**src/rtl/alu_arbiter_if.sv**
```systemverilog
// alu_arbiter_if: bundles both requester channels and the ALU-facing bus
// shared by alu_arbiter.
//   req0_*/req1_* : request channel (valid/ready, op, a, b)
//   rsp0_*/rsp1_* : response channel (valid/ready, result, err)
//   alu_*         : operands to the ALU and its combinational result
// slave modport  : seen by the arbiter.
// master modport : seen by the requesters/ALU side.
interface alu_arbiter_if #(
  parameter int WIDTH = 16
);
  logic             req0_valid;
  logic             req0_ready;
  logic [1:0]       req0_op;
  logic [WIDTH-1:0] req0_a;
  logic [WIDTH-1:0] req0_b;
  logic             rsp0_valid;
  logic             rsp0_ready;
  logic [WIDTH-1:0] rsp0_result;
  logic             rsp0_err;

  logic             req1_valid;
  logic             req1_ready;
  logic [1:0]       req1_op;
  logic [WIDTH-1:0] req1_a;
  logic [WIDTH-1:0] req1_b;
  logic             rsp1_valid;
  logic             rsp1_ready;
  logic [WIDTH-1:0] rsp1_result;
  logic             rsp1_err;

  logic [1:0]       alu_op;
  logic [WIDTH-1:0] alu_srcA;
  logic [WIDTH-1:0] alu_srcB;
  logic [WIDTH-1:0] alu_result;

  modport slave (
    input  req0_valid, req0_op, req0_a, req0_b, rsp0_ready,
    input  req1_valid, req1_op, req1_a, req1_b, rsp1_ready,
    input  alu_result,
    output req0_ready, rsp0_valid, rsp0_result, rsp0_err,
    output req1_ready, rsp1_valid, rsp1_result, rsp1_err,
    output alu_op, alu_srcA, alu_srcB
  );

  modport master (
    output req0_valid, req0_op, req0_a, req0_b, rsp0_ready,
    output req1_valid, req1_op, req1_a, req1_b, rsp1_ready,
    output alu_result,
    input  req0_ready, rsp0_valid, rsp0_result, rsp0_err,
    input  req1_ready, rsp1_valid, rsp1_result, rsp1_err,
    input  alu_op, alu_srcA, alu_srcB
  );
endinterface

```
**src/rtl/alu_arbiter.sv**
```systemverilog
// alu_arbiter: shares one add/sub ALU between two requesters with
// round-robin arbitration. One transaction in flight:
// IDLE (grant/accept) -> EXEC (ALU evaluates registered operands)
// -> RESP (hold result until the owner consumes it).
// Ports:
//   clk  : clock, rising edge
//   rst  : synchronous active-high reset
//   bus  : alu_arbiter_if.slave (request/response channels, ALU bus)
//   busy : high whenever the FSM is not in IDLE
module alu_arbiter #(
  parameter int WIDTH = 16
) (
  input  logic          clk,
  input  logic          rst,
  alu_arbiter_if.slave  bus,
  output logic          busy
);

  typedef enum logic [1:0] {IDLE, EXEC, RESP} state_t;

  state_t           state_reg, state_next;
  logic [1:0]       op_reg;
  logic [WIDTH-1:0] a_reg;
  logic [WIDTH-1:0] b_reg;
  logic             owner_reg;
  logic             last_grant_reg;

  logic [1:0]       req_valid;
  logic [1:0]       req_ready;
  logic [1:0]       rsp_valid;
  logic [1:0]       rsp_ready;
  logic             grant;
  logic             accept;

  assign req_valid = {bus.req1_valid, bus.req0_valid};
  assign rsp_ready = {bus.rsp1_ready, bus.rsp0_ready};

  // Next state, grant and handshake outputs.
  always_comb begin
    state_next = state_reg;
    req_ready  = 2'b00;
    rsp_valid  = 2'b00;
    grant      = 1'b0;
    accept     = 1'b0;
    case (state_reg)
      IDLE: begin
        // Ready is suppressed during reset so nothing is accepted then.
        if (!rst && (req_valid != 2'b00)) begin
          // Contention goes to whoever did not win last time.
          grant      = (req_valid == 2'b11) ? ~last_grant_reg : req_valid[1];
          req_ready  = grant ? 2'b10 : 2'b01;
          accept     = 1'b1;
          state_next = EXEC;
        end
      end
      EXEC: state_next = RESP;
      RESP: begin
        rsp_valid = owner_reg ? 2'b10 : 2'b01;
        if (rsp_ready[owner_reg]) state_next = IDLE;
      end
      default: state_next = IDLE;
    endcase
  end

  always_ff @(posedge clk) begin
    if (rst) state_reg <= IDLE;
    else     state_reg <= state_next;
  end

  // Operand, owner and round-robin history registers.
  always_ff @(posedge clk) begin
    if (rst) begin
      op_reg         <= 2'b00;
      a_reg          <= '0;
      b_reg          <= '0;
      owner_reg      <= 1'b0;
      last_grant_reg <= 1'b1;
    end else begin
      if (accept) begin
        owner_reg <= grant;
        if (grant) begin
          op_reg <= bus.req1_op;
          a_reg  <= bus.req1_a;
          b_reg  <= bus.req1_b;
        end else begin
          op_reg <= bus.req0_op;
          a_reg  <= bus.req0_a;
          b_reg  <= bus.req0_b;
        end
      end
      if ((state_reg == RESP) && rsp_ready[owner_reg]) last_grant_reg <= owner_reg;
    end
  end

  // Per-requester response registers; only the owner's copy is written.
  // Illegal ops store zero, so the ALU output (possibly X) is never sampled.
  for (genvar gi = 0; gi < 2; gi++) begin : g_rsp
    logic [WIDTH-1:0] result_reg;
    logic             err_reg;
    always_ff @(posedge clk) begin
      if (rst) begin
        result_reg <= '0;
        err_reg    <= 1'b0;
      end else if ((state_reg == EXEC) && (owner_reg == 1'(gi))) begin
        result_reg <= op_reg[1] ? '0 : bus.alu_result;
        err_reg    <= op_reg[1];
      end
    end
  end

  assign bus.req0_ready  = req_ready[0];
  assign bus.req1_ready  = req_ready[1];
  assign bus.rsp0_valid  = rsp_valid[0];
  assign bus.rsp1_valid  = rsp_valid[1];
  assign bus.rsp0_result = g_rsp[0].result_reg;
  assign bus.rsp1_result = g_rsp[1].result_reg;
  assign bus.rsp0_err    = g_rsp[0].err_reg;
  assign bus.rsp1_err    = g_rsp[1].err_reg;

  assign bus.alu_op   = op_reg;
  assign bus.alu_srcA = a_reg;
  assign bus.alu_srcB = b_reg;

  assign busy = (state_reg != IDLE);

endmodule

```
**src/flat_wrapper.sv**
```systemverilog
// flat-port wrapper written by rule: the top's interface ports become plain ports
module alu_arbiter_flat 
#(
  parameter int WIDTH = 16
)
  (clk, rst, busy, bus_req0_valid, bus_req0_op, bus_req0_a, bus_req0_b, bus_rsp0_ready, bus_req1_valid, bus_req1_op, bus_req1_a, bus_req1_b, bus_rsp1_ready, bus_alu_result, bus_req0_ready, bus_rsp0_valid, bus_rsp0_result, bus_rsp0_err, bus_req1_ready, bus_rsp1_valid, bus_rsp1_result, bus_rsp1_err, bus_alu_op, bus_alu_srcA, bus_alu_srcB);
  alu_arbiter_if #(.WIDTH(WIDTH)) bus_i ();
  input  logic clk;
  input  logic rst;
  output logic busy;
  input wire logic [$bits(bus_i.req0_valid)-1:0] bus_req0_valid;
  input wire logic [$bits(bus_i.req0_op)-1:0] bus_req0_op;
  input wire logic [$bits(bus_i.req0_a)-1:0] bus_req0_a;
  input wire logic [$bits(bus_i.req0_b)-1:0] bus_req0_b;
  input wire logic [$bits(bus_i.rsp0_ready)-1:0] bus_rsp0_ready;
  input wire logic [$bits(bus_i.req1_valid)-1:0] bus_req1_valid;
  input wire logic [$bits(bus_i.req1_op)-1:0] bus_req1_op;
  input wire logic [$bits(bus_i.req1_a)-1:0] bus_req1_a;
  input wire logic [$bits(bus_i.req1_b)-1:0] bus_req1_b;
  input wire logic [$bits(bus_i.rsp1_ready)-1:0] bus_rsp1_ready;
  input wire logic [$bits(bus_i.alu_result)-1:0] bus_alu_result;
  output wire logic [$bits(bus_i.req0_ready)-1:0] bus_req0_ready;
  output wire logic [$bits(bus_i.rsp0_valid)-1:0] bus_rsp0_valid;
  output wire logic [$bits(bus_i.rsp0_result)-1:0] bus_rsp0_result;
  output wire logic [$bits(bus_i.rsp0_err)-1:0] bus_rsp0_err;
  output wire logic [$bits(bus_i.req1_ready)-1:0] bus_req1_ready;
  output wire logic [$bits(bus_i.rsp1_valid)-1:0] bus_rsp1_valid;
  output wire logic [$bits(bus_i.rsp1_result)-1:0] bus_rsp1_result;
  output wire logic [$bits(bus_i.rsp1_err)-1:0] bus_rsp1_err;
  output wire logic [$bits(bus_i.alu_op)-1:0] bus_alu_op;
  output wire logic [$bits(bus_i.alu_srcA)-1:0] bus_alu_srcA;
  output wire logic [$bits(bus_i.alu_srcB)-1:0] bus_alu_srcB;
  assign bus_i.req0_valid = bus_req0_valid;
  assign bus_i.req0_op = bus_req0_op;
  assign bus_i.req0_a = bus_req0_a;
  assign bus_i.req0_b = bus_req0_b;
  assign bus_i.rsp0_ready = bus_rsp0_ready;
  assign bus_i.req1_valid = bus_req1_valid;
  assign bus_i.req1_op = bus_req1_op;
  assign bus_i.req1_a = bus_req1_a;
  assign bus_i.req1_b = bus_req1_b;
  assign bus_i.rsp1_ready = bus_rsp1_ready;
  assign bus_i.alu_result = bus_alu_result;
  assign bus_req0_ready = bus_i.req0_ready;
  assign bus_rsp0_valid = bus_i.rsp0_valid;
  assign bus_rsp0_result = bus_i.rsp0_result;
  assign bus_rsp0_err = bus_i.rsp0_err;
  assign bus_req1_ready = bus_i.req1_ready;
  assign bus_rsp1_valid = bus_i.rsp1_valid;
  assign bus_rsp1_result = bus_i.rsp1_result;
  assign bus_rsp1_err = bus_i.rsp1_err;
  assign bus_alu_op = bus_i.alu_op;
  assign bus_alu_srcA = bus_i.alu_srcA;
  assign bus_alu_srcB = bus_i.alu_srcB;
  alu_arbiter #(.WIDTH(WIDTH)) u_core (.clk(clk), .rst(rst), .bus(bus_i), .busy(busy));
endmodule
```
**config.mk**
```make
export PLATFORM = sky130hd
export DESIGN_NAME = alu_arbiter_flat
export DESIGN_NICKNAME = d
export VERILOG_FILES = /design/src/rtl/alu_arbiter_if.sv /design/src/rtl/alu_arbiter.sv /design/src/flat_wrapper.sv
export SDC_FILE = /design/constraint.sdc
export NUM_CORES = 1
export LEC_CHECK = 0
export BUFFER_PORTS_ARGS = -buffer_cell sky130_fd_sc_hd__buf_4
export CAP_MARGIN = 15
export CORE_ASPECT_RATIO = 1.5
export CORE_MARGIN = 2
export CORE_UTILIZATION = 40
export CTS_CLUSTER_SIZE = 8
export DETAILED_ROUTE_END_ITERATION = 8
export PLACE_DENSITY = 0.75
export SLEW_MARGIN = 0
export SYNTH_ARGS = -nofsm -noshare
export SYNTH_HDL_FRONTEND = slang
export SYNTH_SLANG_ARGS = --single-unit
```
**constraint.sdc**
```tcl
create_clock -name clk -period 1.17 [get_ports clk]
set_input_delay 0.234 -clock clk [delete_from_list [all_inputs] [get_ports clk]]
set_output_delay 0.234 -clock clk [all_outputs]
set_load 0.02 [all_outputs]
```
Word-level counts from Yosys, hierarchy flattened --
Index checks and enable logic that the tools add are counted.
Storage, ports and cells: bits in registers 72, output and inout port bits 73
Operators by class: magnitude comparators 1, eq/ne operators 5, muxes and demuxes 19, bitwise logic cells 2, reduce and logical (&&, ||, !) cells 9
Operators with widths (number):
- 16-bit two-way mux | 3
- 2-bit two-way mux | 8
- 1-bit two-way mux | 7
- 2-bit one-hot mux with 3 select lines | 1
- 2-bit == test (second input constant) | 2
- 1-bit logical AND | 4
- 2-bit by 1-bit inequality test with 1-bit output (second input constant) | 2
- 2-bit nonzero test | 2
- 2-bit by 1-bit == test with 1-bit output (second input constant) | 1
- 2-bit zero test | 1
- 1-bit by 2-bit < comparator with 1-bit output (second input constant) | 1
- 1-bit NOT | 2
- 2-bit AND reduction | 1
- 1-bit zero test | 1

Logic depth before layout (Yosys ltp) --
depth in word-level cells 5, mapped depth 6, gate-level depth less buffers 4

Worst setup path after synthesis --
OpenSTA, ideal clock, no wires.
kind register to output, start point register u_core.state_reg[1], end point output bus_req0_ready, data arrival time 1.314 ns, data required time 0.936 ns, slack -0.378 ns, cell stages (with the launch flop) 6, path buffers 2, path through dfxtp_1 > buf_6 > nor2_8 > buf_2 > nand2_1 > nor3_1
On the way: word-level cells in the longest chain between the ends 2
RTL lines:
- start: declaration | line alu_arbiter.sv:21 | state_t state_reg, state_next;
- start signal: assignment | line alu_arbiter.sv:67 | else state_reg <= state_next;
- 2-bit zero test | line alu_arbiter.sv:45 | case (state_reg)
- 2-bit two-way mux | line alu_arbiter.sv:45
- end: declaration | line flat_wrapper.sv:22 | output wire logic [$bits(bus_i.req0_ready)-1:0] bus_req0_ready;
No other way between the ends.

Worst setup path in the final report --
Ends and elaborated chain as after synthesis.

==> reports/results.tsv <==
metric	value	unit
Area Overhead vs Synth	79.8	%
cell area power density	1370	nW/µm²
final setup fails	75	
CTS root buf	clkbuf_16	
Syn Nets	480	
setup ws final	-355	ps
drt total wl	11.9	mm
CTS buffer count	9	
pin count of the biggest net entering global routing	40	
Starting Density	41.4	%
worst-skew pair later-pin latency	330	ps
port bufs	162	
reg-to-reg slack, setup	-210	ps
commonest non-fill, non-tap cell in the layout	buf_4	
Critical Path RT	940	ps
TritonCTS Sinks	72	
wire length on met2	6.49	mm
count of final hold-check violations	0	
Slew @ Worst Pin	530	ps
Pre-antenna DRT Iters	4	
Setup TNS	-10720	ps
fin nets	668	
initial antenna violation count	0	
max_slew headroom	64.5	%
Worst Hold Class	in -> reg	
met1 WL	4.08	mm
fin. max-slew vios	0	
RSZ-0062 raised after global routing	true	
Placed Area	4600	µm²
Met3 Wirelength	926	µm
share of layout cells above drive strength 1	54.0	%
Initial DRC Count	129	
final core occ	74.3	%
CP Data Arrival Time	1290	ps
sequential fraction of the synthesis area	45.8	%
Vias/cell	5.37	
failing checks	setup timing	
vias in the first global route	3498	
Residual DRC	0	
row count	39	
peak supply drop	967	µV
CTS tree	yes	
placed cell count	648	
post-detailed-route wirelength per cell	17.4	µm
H-tree Lvls	3	
startpoint types	flop	
HPWL Detailed	6.94	mm
GRT Total Usage	25.4	%
Final Non-Filler Cells	685	
vias	3679	
dpl ws	-350	ps
commonest non-fill, non-tap cells in the layout	175 x buf_4, 98 x nand2_1, 68 x dfxtp_1	
Final Wtd Congestion	0.765	
grt total ovfl	0	
Setup CP Type	reg -> out	
Critical Path End Type	primary output	
core area	7610	µm²
Lkg Pwr	2.57	nW
Post-Syn Area	3150	µm²
worst-path fanout max	3	
die area	8610	µm²
Max Clock Skew	7.04	ps
Post-Synthesis Cells	390	
Die H	113	µm
CTS clk-pin slew, worst paths	60	ps
Mean Syn Cell Area	8.07	µm²
library cells used by synthesis	31	
outcome	finished, violations left	
Final Cell Area	5660	µm²
global-route wire length before repair	17.2	mm
Final ANT Viol Nets	0	
Tot Pwr	7.77	mW
Tcrit/Tclk final	130	%
hold slack	164	ps
Final min period	1520	ps
yosys warns	0	
synthesized flop and latch total	72	
ANT cells	0	
top routing layer used	met4	
CTS Buffer Depth	2	
Max-Cap Viols	0	
I/O pin count	163	
Die X	76.4	µm
fmax	656	MHz
-- final timing paths --
path                              startpoint                         end  cells past startpoint
setup / recovery         u_core.state_reg[1]              bus_req0_ready                      5
hold / removal                bus_req0_op[1]        u_core.bus.alu_op[1]                      3
setup reg to reg         u_core.state_reg[1]   u_core.bus.rsp0_result[6]                      5
hold reg to reg   u_core.bus.rsp1_result[11]  u_core.bus.rsp1_result[11]                      2
-- critical path, cell delays in order (launching register included) --
cell     delay, ps
dfxtp_4        360
nor2_8         140
buf_6          120
nand2_4         70
nor3_4         130
buf_6          140
-- area by class of cell --
| class | instances | area [µm²] |
|---|---|---|
| Inverter | 1 | 6.26 |
| Clock inverter | 3 | 40.0 |
| Clock buffer | 13 | 260 |
| Multi-Input combinational cell | 283 | 1890 |
| Timing Repair Buffer | 211 | 1890 |
| Tap cell | 102 | 128 |
| Sequential cell | 72 | 1450 |
| Fill cell | 553 | 1950 |
-- metal layers --
layer / GRT usage [%] / vias up
met5: 0 / -
met4: 12.8 / 0
met3: 9.81 / 35
met2: 46.2 / 179
met1: 24.8 / 1751
li1: - / 1714
-- cell usage after synthesis (all sizes together) --
library cell,instances,area (µm²)
a21bo,1,10.0
a21boi,1,18.8
a21oi,70,350
a311oi,34,298
a31oi,1,6.26
and2,1,6.26
and2b,1,7.51
and3b,1,10.0
buf,26,201
clkbuf,9,33.8
dfxtp,72,1440
inv,1,3.75
mux2i,1,10.0
nand2,137,514
nand3,1,5.00
nand3b,1,7.51
nor2,6,46.3
nor2b,17,106
nor3,2,10.0
nor3b,2,26.3
o21ai,1,5.00
o21bai,1,7.51
or2,1,6.26
or2b,1,7.51
or3b,1,8.76
-- power by group --
| group | switching (mW) | internal, mW | total [mW] |
|---|---|---|---|
| combinational | 1.14 | 1.07 | 2.21 |
| clock | 1.00 | 1.76 | 2.76 |
| sequential | 0.144 | 2.66 | 2.80 |
-- cells by family after synthesis --
family / after synthesis / share of synthesized area (%)
AND/OR/NAND/NOR: 172 / 24.2
AO/OA/AOI/OAI: 109 / 22.1
flip-flops: 72 / 45.8
buffers and inverters: 36 / 7.59
multiplexers: 1 / 0.318
-- timing repair --
| item | 4_1_cts | 5_1_grt |
|---|---|---|
| setup endpoints to repair | 75 | 76 |
| gates cloned | 6 | 3 |
| gates resized for setup | 73 | 68 |
| hold buffers | 0 | 0 |
| buffers inserted | 12 | 6 |
| hold endpoints to repair | 0 | 0 |
| pin swaps | 59 | 28 |
No activity file was read; power rests on OpenSTA's default activity.
